`config.mk`:
```
export PLATFORM = sky130hd
export DESIGN_NAME = coherent_sampler_counter
export DESIGN_NICKNAME = d
export VERILOG_FILES = /design/src/rtl/coherent_sampler_counter.sv
export SDC_FILE = /design/constraint.sdc
export NUM_CORES = 1
export LEC_CHECK = 0
export ABC_AREA = 1
export BUFFER_PORTS_ARGS = -buffer_cell sky130_fd_sc_hd__clkbuf_2
export CAP_MARGIN = 20
export CORE_ASPECT_RATIO = 1.1
export CORE_MARGIN = 2
export CORE_UTILIZATION = 62
export CTS_BUF_LIST = sky130_fd_sc_hd__clkbuf_16
export CTS_CLUSTER_SIZE = 14
export DETAILED_ROUTE_END_ITERATION = 7
export PLACE_DENSITY = 0.84
export SETUP_SLACK_MARGIN = 0.15
export SYNTH_ARGS = -nofsm -noshare
export SYNTH_HDL_FRONTEND = slang
export SYNTH_SLANG_ARGS = --single-unit
```
`constraint.sdc`:
```
create_clock -name clk -period 3.7 [get_ports clk]
set_input_delay 0.37 -clock clk [delete_from_list [all_inputs] [get_ports clk]]
set_output_delay 0.37 -clock clk [all_outputs]
set_load 0.01 [all_outputs]
```
`src/rtl/coherent_sampler_counter.sv`:
```
// Measures the coherent-sampler beat period in clk cycles and hands each
// measurement to the consumer over the CSCnt/CSReq/CSAck handshake.
module coherent_sampler_counter #(
  parameter int unsigned CSCntLength = 16,
  parameter int unsigned FiltLen     = 4
) (
  input  logic                   clk,
  input  logic                   rst,
  input  logic                   beat,
  input  logic                   restart,
  input  logic                   CSAck,
  output logic [CSCntLength-1:0] CSCnt,
  output logic                   CSReq,
  output logic                   pending,
  output logic                   satFlag
);

  localparam int unsigned LowW = 8;
  localparam logic [LowW-1:0]        FiltMax = LowW'(FiltLen);
  localparam logic [CSCntLength-1:0] CntMax  = '1;

  typedef enum logic [1:0] {
    IDLE    = 2'd0,
    COUNT   = 2'd1,
    WAIT    = 2'd2,
    DISCARD = 2'd3
  } state_t;

  state_t                 state, state_nxt;
  logic [LowW-1:0]        low_run, low_run_nxt;
  logic [CSCntLength-1:0] cnt, cnt_nxt;
  logic [CSCntLength-1:0] cs_cnt_nxt;
  logic                   cs_req_nxt;
  logic                   pending_nxt;
  logic                   sat_nxt;
  logic                   rst_wait, rst_wait_nxt;
  logic                   qe;

  // Rising edge counts only after a sufficiently long low run (deglitch).
  assign qe = beat && (low_run == FiltMax);

  always_ff @(posedge clk) begin
    if (rst) begin
      state    <= IDLE;
      low_run  <= '0;
      cnt      <= '0;
      CSCnt    <= '0;
      CSReq    <= 1'b0;
      pending  <= 1'b0;
      satFlag  <= 1'b0;
      rst_wait <= 1'b0;
    end else begin
      state    <= state_nxt;
      low_run  <= low_run_nxt;
      cnt      <= cnt_nxt;
      CSCnt    <= cs_cnt_nxt;
      CSReq    <= cs_req_nxt;
      pending  <= pending_nxt;
      satFlag  <= sat_nxt;
      rst_wait <= rst_wait_nxt;
    end
  end

  always_comb begin
    state_nxt    = state;
    low_run_nxt  = low_run;
    cnt_nxt      = cnt;
    cs_cnt_nxt   = CSCnt;
    cs_req_nxt   = 1'b0;
    pending_nxt  = pending;
    sat_nxt      = satFlag;
    rst_wait_nxt = rst_wait;

    if (beat) begin
      low_run_nxt = '0;
    end else if (low_run != FiltMax) begin
      low_run_nxt = low_run + LowW'(1);
    end

    if (cnt != CntMax) begin
      cnt_nxt = cnt + CSCntLength'(1);
    end

    if (restart) begin
      // Drop the partial period but keep an unread value on offer.
      low_run_nxt  = '0;
      cnt_nxt      = '0;
      pending_nxt  = pending && !CSAck;
      rst_wait_nxt = pending_nxt;
      state_nxt    = pending_nxt ? WAIT : IDLE;
    end else begin
      if (qe) begin
        cnt_nxt = CSCntLength'(1);
      end
      unique case (state)
        IDLE: begin
          if (qe) state_nxt = COUNT;
        end
        COUNT: begin
          if (qe) begin
            cs_cnt_nxt  = cnt;
            cs_req_nxt  = 1'b1;
            pending_nxt = 1'b1;
            if (cnt == CntMax) sat_nxt = 1'b1;
            state_nxt   = WAIT;
          end
        end
        WAIT: begin
          // A coincident edge closes the discarded partial period at once.
          if (CSAck) begin
            pending_nxt  = 1'b0;
            rst_wait_nxt = 1'b0;
            if (qe)            state_nxt = COUNT;
            else if (rst_wait) state_nxt = IDLE;
            else               state_nxt = DISCARD;
          end
        end
        DISCARD: begin
          if (qe) state_nxt = COUNT;
        end
        default: state_nxt = IDLE;
      endcase
    end
  end

endmodule
```
==> flow_summary.toml, run 1 <==
[synth]
synthCells = 306
syn-mean-instance-area_sq_um = 7.22
synth_enable_flop_cells = 0
seq_area_frac_synth_pct = 41.7
synth_nets = 317
ys_async_sr_fraction_pct = 0
synth_flop_cell = "sky130_fd_sc_hd__dfxtp_1"
post-synth-top-count-cell = "sky130_fd_sc_hd__nand2_1"
synth_cell_types = 26
ys.warnings.count = 0
synthTopCellsByCount = "68 x sky130_fd_sc_hd__nand2_1, 46 x sky130_fd_sc_hd__dfxtp_1, 39 x sky130_fd_sc_hd__nor2_1"
synth.cell_area_sq_um = 2210
synth.top_cells.by_area = "sky130_fd_sc_hd__dfxtp_1 42%, sky130_fd_sc_hd__nand2_1 12%, sky130_fd_sc_hd__nand3_1 7.2%, sky130_fd_sc_hd__nor2_1 6.6%, sky130_fd_sc_hd__a21oi_1 6.1%"
synth_area_leader_cell = "sky130_fd_sc_hd__dfxtp_1"
synthDominantCellAreaShare_pct = 41.7
ys_ff_latch = 46

[sta]
final.period_utilization_pct = 49.4
max_slew_margin_pct = 66.1
hold_viol_final = 0
fin_skew_ns = 0.00331
max_freq_mhz = 548
grt_setup_unrepaired = "false"
max_slew.worst_pin.slew_ns = 0.507
finalSetupViolations = 0
finalCriticalPeriod_ns = 1.83
fin_setup_tns_ns = 0
final_critical_path_setup_slack_ns = 1.87
maxSlewViolCount = 0

[global_routing]
grt_util_all_layers_pct = 24.7
first_global_vias = 1847
total_congestion_overflow = 0
grt_antenna_before_repair = 0
grt_first_pass_wirelength_um = 7580
grt_max_degree = 21

[pwr]
total_leakage_power_nw = 1.01
cellPowerDensity_nw_per_um2 = 452
vdd.ir_drop.worst_v = 0.000232

[clock_network]
clock_insertion_delay_worst_skew_ns = 0.28
cts_buffer_depth = 2
cts_tree = "yes"
cts-hold-fix-buffers = 0
number_of_buffers_created_by_cts = 5
post-cts-setup-buffers = 0
cts_num_sinks = 46
ctsRootBufferMaster = "sky130_fd_sc_hd__clkbuf_16"
clkTransAtPathRegs_ns = 0.06
ctsHtreeMaxLevel = 2
cts.repair.resized = 0

[floorplan]
core_area_sq_um = 3390
dieWidth_um = 60.9
top_level_ports = 24
floorplan.initialDensity_pct = 65.3
dieHeight_um = 66.6
die-area_sq_um = 4060
std_cell_rows = 22

[placed_design]
numPortBuffers = 23
placedInstanceArea_sq_um = 2340
dp_worst_setup_slack_ns = 1.94
post-dp-hpwl_um = 3200
finalWeightedCongestion = 0.867
number_of_cells_in_the_design_after_placement = 370

[drt]
drtIter0Drc = 91
drt_drc_violations_left = 0
average_wire_per_standard_cell_um = 12.1
drt_pass1_iterations = 4
ant_nets = 0
vias = 1989
vias_per_cell = 5.26
finalWirelength_um = 4560

[cells_and_area]
fin_area_sq_um = 2480
final_cell_count_no_fill = 378
areaGrowthSynthToFinish_pct = 12.1
n_antenna_cell = 0
fillers = 288
layout-drive-gt1-share_pct = 13.0
design.final.nets = 340

[setup_path]
crit_required_ns = 3.92
worst_setup_path_end_kind = "flip-flop"
max_stage_delay_ns = 0.39
crit_chain = "ha_1 -> nand2_1 -> nor2_1 -> inv_1 -> nor2_1 -> nand3_1 -> inv_1 -> nand3_1 -> a21oi_1"
setup.worst_path.class = "flip-flop to flip-flop"
setup.worst_path.start_class = "flip-flop"
worst-endpoint-arrival_ns = 2.04
crit_slowest_cell = "sky130_fd_sc_hd__dfxtp_1"
critical_path_peak_fanout = 11

[run_status]
status = "completed"

[job]
drv_cap = 0

[min_path]
hp-class = "input pin to flip-flop"
-- registers in the layout, indices dropped and copies added (netlist names) --
register and count:
CSCnt 16, CSReq 1, cnt 16, low_run 8
pending 1, rst_wait 1, satFlag 1, state 2
-- power breakdown --
part | leakage [nW] | internal (mW) | switching (mW)
Clock | 0.0724 | 0.244 | 0.170
Combinational | 0.569 | 0.0612 | 0.121
Sequential | 0.371 | 0.512 | 0.0121
-- logic make-up after synthesis --
kind of cell             count (synthesis)  share of synthesized area, %
flip-flops                              46                          41.7
XOR/XNOR                                 7                          2.77
AO/OA/AOI/OAI                           41                          9.57
buffers and inverters                   44                          8.72
AND/OR/NAND/NOR                        162                          33.9
adder cells (fa/ha/maj)                  6                          3.40
-- final timing paths --
kind | from | to | slack (ns) | cells after the start
setup / recovery | cnt[0] | cnt[0] | 1.87 | 9
hold / removal | CSAck | rst_wait | 0.42 | 4
setup reg to reg | cnt[0] | cnt[0] | 1.87 | 9
hold reg to reg | CSCnt[7] | CSCnt[7] | 0.46 | 2
-- placed cells by master, fill, tap and decap left out, types with 2 or more instances in the layout --
master / netlist / layout
sky130_fd_sc_hd__nand2_1: 68 / 68
sky130_fd_sc_hd__dfxtp_1: 46 / 46
sky130_fd_sc_hd__nor2_1: 39 / 39
sky130_fd_sc_hd__inv_1: 35 / 36
sky130_fd_sc_hd__nand3_1: 32 / 32
sky130_fd_sc_hd__a21oi_1: 27 / 27
sky130_fd_sc_hd__clkbuf_2: 0 / 23
sky130_fd_sc_hd__o21ai_0: 8 / 8
sky130_fd_sc_hd__ha_1: 6 / 6
sky130_fd_sc_hd__nor2_4: 5 / 5
sky130_fd_sc_hd__nor3_1: 5 / 5
sky130_fd_sc_hd__a31oi_1: 5 / 5
sky130_fd_sc_hd__clkbuf_16: 0 / 5
sky130_fd_sc_hd__xnor2_1: 4 / 4
sky130_fd_sc_hd__nand4_1: 3 / 3
sky130_fd_sc_hd__nand3b_1: 3 / 3
sky130_fd_sc_hd__xor2_1: 3 / 3
sky130_fd_sc_hd__or2_2: 3 / 3
sky130_fd_sc_hd__nand2_4: 2 / 2
-- final cells by class --
class | count | area [sq um] | share of cell area [%]
Tap cell | 48 | 60.1 | 2.43
Multi-Input combinational cell | 216 | 1100 | 44.3
Timing Repair Buffer | 23 | 115 | 4.65
Sequential cell | 46 | 921 | 37.2
Clock buffer | 5 | 125 | 5.05
Inverter | 37 | 146 | 5.91
Clock inverter | 3 | 12.5 | 0.505
-- critical path: cells and delay by family, from the launching register on --
family / cells / cell delay [ns]
AO/OA/AOI/OAI: 1 / 0.14
buffers and inverters: 2 / 0.30
adder cells (fa/ha/maj): 1 / 0.21
AND/OR/NAND/NOR: 5 / 0.71
flip-flops: 1 / 0.39
-- stage by stage --
step / utilization (%) / power (mW) / hold WS [ns]
floorplan: - / 0.680 / 0.450
global placement: 69.1 / 0.712 / 0.451
detailed placement: 69.1 / 0.714 / 0.455
CTS: 73.1 / 1.12 / 0.420
global route: 73.1 / 1.18 / 0.433
finish: 73.1 / 1.12 / 0.421
-- metal layers --
layer  up-vias  global-route usage (%)  share of wire, %
met1       902                    27.0                43
met2        45                    44.2                51
met3        14                    4.47               3.5
met5         -                       0                 0
li1       1028                       -                 -
met4         0                    12.8               3.1
Power figures use the tool's default switching activity.
==> run 2, diff against run 1 <==
--- a/config.mk
+++ b/config.mk
@@ -10,11 +10,11 @@
 export CAP_MARGIN = 20
 export CORE_ASPECT_RATIO = 1.1
 export CORE_MARGIN = 2
-export CORE_UTILIZATION = 62
+export CORE_UTILIZATION = 57
 export CTS_BUF_LIST = sky130_fd_sc_hd__clkbuf_16
 export CTS_CLUSTER_SIZE = 14
 export DETAILED_ROUTE_END_ITERATION = 7
-export PLACE_DENSITY = 0.84
+export PLACE_DENSITY = 0.78
 export SETUP_SLACK_MARGIN = 0.15
 export SYNTH_ARGS = -nofsm -noshare
 export SYNTH_HDL_FRONTEND = slang
==> constraint.sdc (replaced) <==
create_clock -name clk -period 1.7 [get_ports clk]
set_input_delay 0.17 -clock clk [delete_from_list [all_inputs] [get_ports clk]]
set_output_delay 0.17 -clock clk [all_outputs]
set_load 0.01 [all_outputs]
==> run 2 against run 1 <==
Total power grew 140%. Worst hold slack lost 0.18 ns. Register-to-register slack lost 1.7 ns. First-iteration DRC count shrank 13%. Critical path depth is the same. Combinational power grew to 2.6 times the previous value. Clock skew is essentially flat. Global-route usage shrank 2.0 points. Critical path type unchanged. Largest cell class unchanged.
==> flow_summary.toml, run 2 (synthesized netlist as in run 1, its figures left out) <==
[cells_and_area]
mostFrequentLayoutCells = "67 x sky130_fd_sc_hd__nand2_1, 40 x sky130_fd_sc_hd__dfxtp_1, 38 x sky130_fd_sc_hd__nor2_1, 31 x sky130_fd_sc_hd__inv_1, 30 x sky130_fd_sc_hd__nand3_1"
n_antenna_cell = 0
postLayoutCoreUtil_pct = 74.4
top_regs = "CSCnt: 16 flops, cnt: 16 flops, low_run: 8 flops"
layout-drive-gt1-share_pct = 22.0
areaGrowthSynthToFinish_pct = 24.0
design.final.nets = 356
commonest_non_fill_non_tap_cell_in_the_layout = "sky130_fd_sc_hd__nand2_1"

[drt]
vias_per_cell = 5.19
drt_pass1_iterations = 4
drt_drc_violations_left = 0
ant_nets = 0
average_wire_per_standard_cell_um = 13.5
drtIter0Drc = 79
vias = 2049
finalWirelength_um = 5340

[job]
drv_cap = 0

[sta]
final_critical_path_setup_slack_ns = 0.161
max_freq_mhz = 650
hold_viol_final = 0
fin_setup_tns_ns = 0
grt_setup_unrepaired = "true"
maxSlewViolCount = 0
fin_skew_ns = 0.00324
final.period_utilization_pct = 90.5
hold-worst-slack_ns = 0.238
finalCriticalPeriod_ns = 1.54
max_slew_margin_pct = 72.7
max_slew.worst_pin.slew_ns = 0.406
finalSetupViolations = 0

[floorplan]
die-area_sq_um = 4390
core_area_sq_um = 3680
dieWidth_um = 63.4
top_level_ports = 24
floorplan.initialDensity_pct = 60.0
std_cell_rows = 23
dieHeight_um = 69.3

[placed_design]
dp_worst_setup_slack_ns = 0.113
post-dp-hpwl_um = 3430
finalWeightedCongestion = 0.918
numPortBuffers = 23

[pwr]
internal-power_mw = 1.97
clock_power_share_pct = 39.4
netSwitchingFraction_pct = 26.1
power_mw = 2.67
vdd.ir_drop.worst_v = 0.000709
share_seq_of_total_power_pct = 43.0
switchingPower_mw = 0.695
total_leakage_power_nw = 1.11
cellPowerDensity_nw_per_um2 = 974
gate_power_share_pct = 17.6

[global_routing]
grt_util_met2_pct = 38.6
total_congestion_overflow = 0
grt_max_degree = 20
first_global_vias = 1818
use_met3_pct = 4.38
groute.layer.met1.usage_pct = 29.2
grt_first_pass_wirelength_um = 8040
grt_antenna_before_repair = 0
grt_util_all_layers_pct = 22.7
top_usage_layer = "met2"

[setup_path]
rr_startpoint = "low_run[0]"
critical_path_peak_fanout = 7
setup.worst_path.class = "flip-flop to flip-flop"
crit_required_ns = 1.89
setup.worst_path.start_class = "flip-flop"
worst-endpoint-arrival_ns = 1.73
regToRegSetupSlack_ns = 0.16
worst_setup_path_end_kind = "flip-flop"
worst-r2r-cell-count = 9
r2r-end = "cnt[6]"

[clock_network]
cts_num_sinks = 46
cts_buffer_depth = 2
cts_tree = "yes"
cts-hold-fix-buffers = 0
ctsRootBufferMaster = "sky130_fd_sc_hd__clkbuf_16"
ctsHtreeMaxLevel = 2
clock_insertion_delay_worst_skew_ns = 0.28
number_of_buffers_created_by_cts = 5
clkTransAtPathRegs_ns = 0.06

[run_status]
status = "completed"

[min_path]
timing.hold.worst.start = "CSAck"
whs_path_depth = 4
worst_hold_path.endpoint = "rst_wait"
hp-class = "input pin to flip-flop"
## run 2: how the worst max path moves through the flow
| stage | to | start |
|---|---|---|
| 2_1_floorplan | cnt[0] | cnt[0] |
| 3_3_place_gp | cnt[9] | cnt[1] |
| 3_5_place_dp | cnt[0] | cnt[1] |
| 4_1_cts | cnt[0] | cnt[1] |
| 5_1_grt | cnt[6] | cnt[1] |
| 6_report | cnt[6] | low_run[0] |
## run 2: timing repair
action	CTS	global route
resized for setup	2	26
pin swaps	1	9
buffers inserted	1	7
setup endpoints to repair	10	32
gates cloned	0	3
## run 2: routing by layer
metal | vias up | part of all wire (%)
met5 | - | 0
met4 | 0 | 1.4
met3 | 9 | 4.2
met2 | 43 | 52
met1 | 933 | 43
li1 | 1064 | -
## run 2: power groups by stage
| stage | clock (mW) | sequential [mW] | combinational [mW] |
|---|---|---|---|
| after floorplan | 0 | 1.16 | 0.317 |
| after global placement | 0 | 1.16 | 0.395 |
| after detailed placement | 0 | 1.17 | 0.402 |
| after CTS | 1.06 | 1.14 | 0.410 |
| after global routing | 1.12 | 1.15 | 0.542 |
| final | 1.05 | 1.15 | 0.469 |
## run 2: cell type report
class	instances	area (sq um)
clock buffer	5	125
clock inverter	2	33.8
fill	281	945
inverter	37	156
multi-input combinational	218	1190
sequential	46	928
tap	50	62.6
timing repair buffer	36	240
timing repair inverter	1	5.00
## run 2: worst max-delay path: stages, from the launching register on
cell                       delay (ns)
sky130_fd_sc_hd__dfxtp_2         0.36
sky130_fd_sc_hd__inv_2           0.06
sky130_fd_sc_hd__ha_4            0.16
sky130_fd_sc_hd__nand3_4         0.06
sky130_fd_sc_hd__nor2_4          0.05
sky130_fd_sc_hd__nand2_4         0.12
sky130_fd_sc_hd__clkinv_8        0.08
sky130_fd_sc_hd__nor2_4          0.24
sky130_fd_sc_hd__clkinv_4        0.12
sky130_fd_sc_hd__a31oi_1         0.20
## run 2: stage by stage
stage | cell area [sq um] | std cells
2_1_floorplan | 2210 | 306
3_3_place_gp | 2380 | 377
3_5_place_dp | 2380 | 377
4_1_cts | 2550 | 385
5_1_grt | 2740 | 395
6_report | 2740 | 395
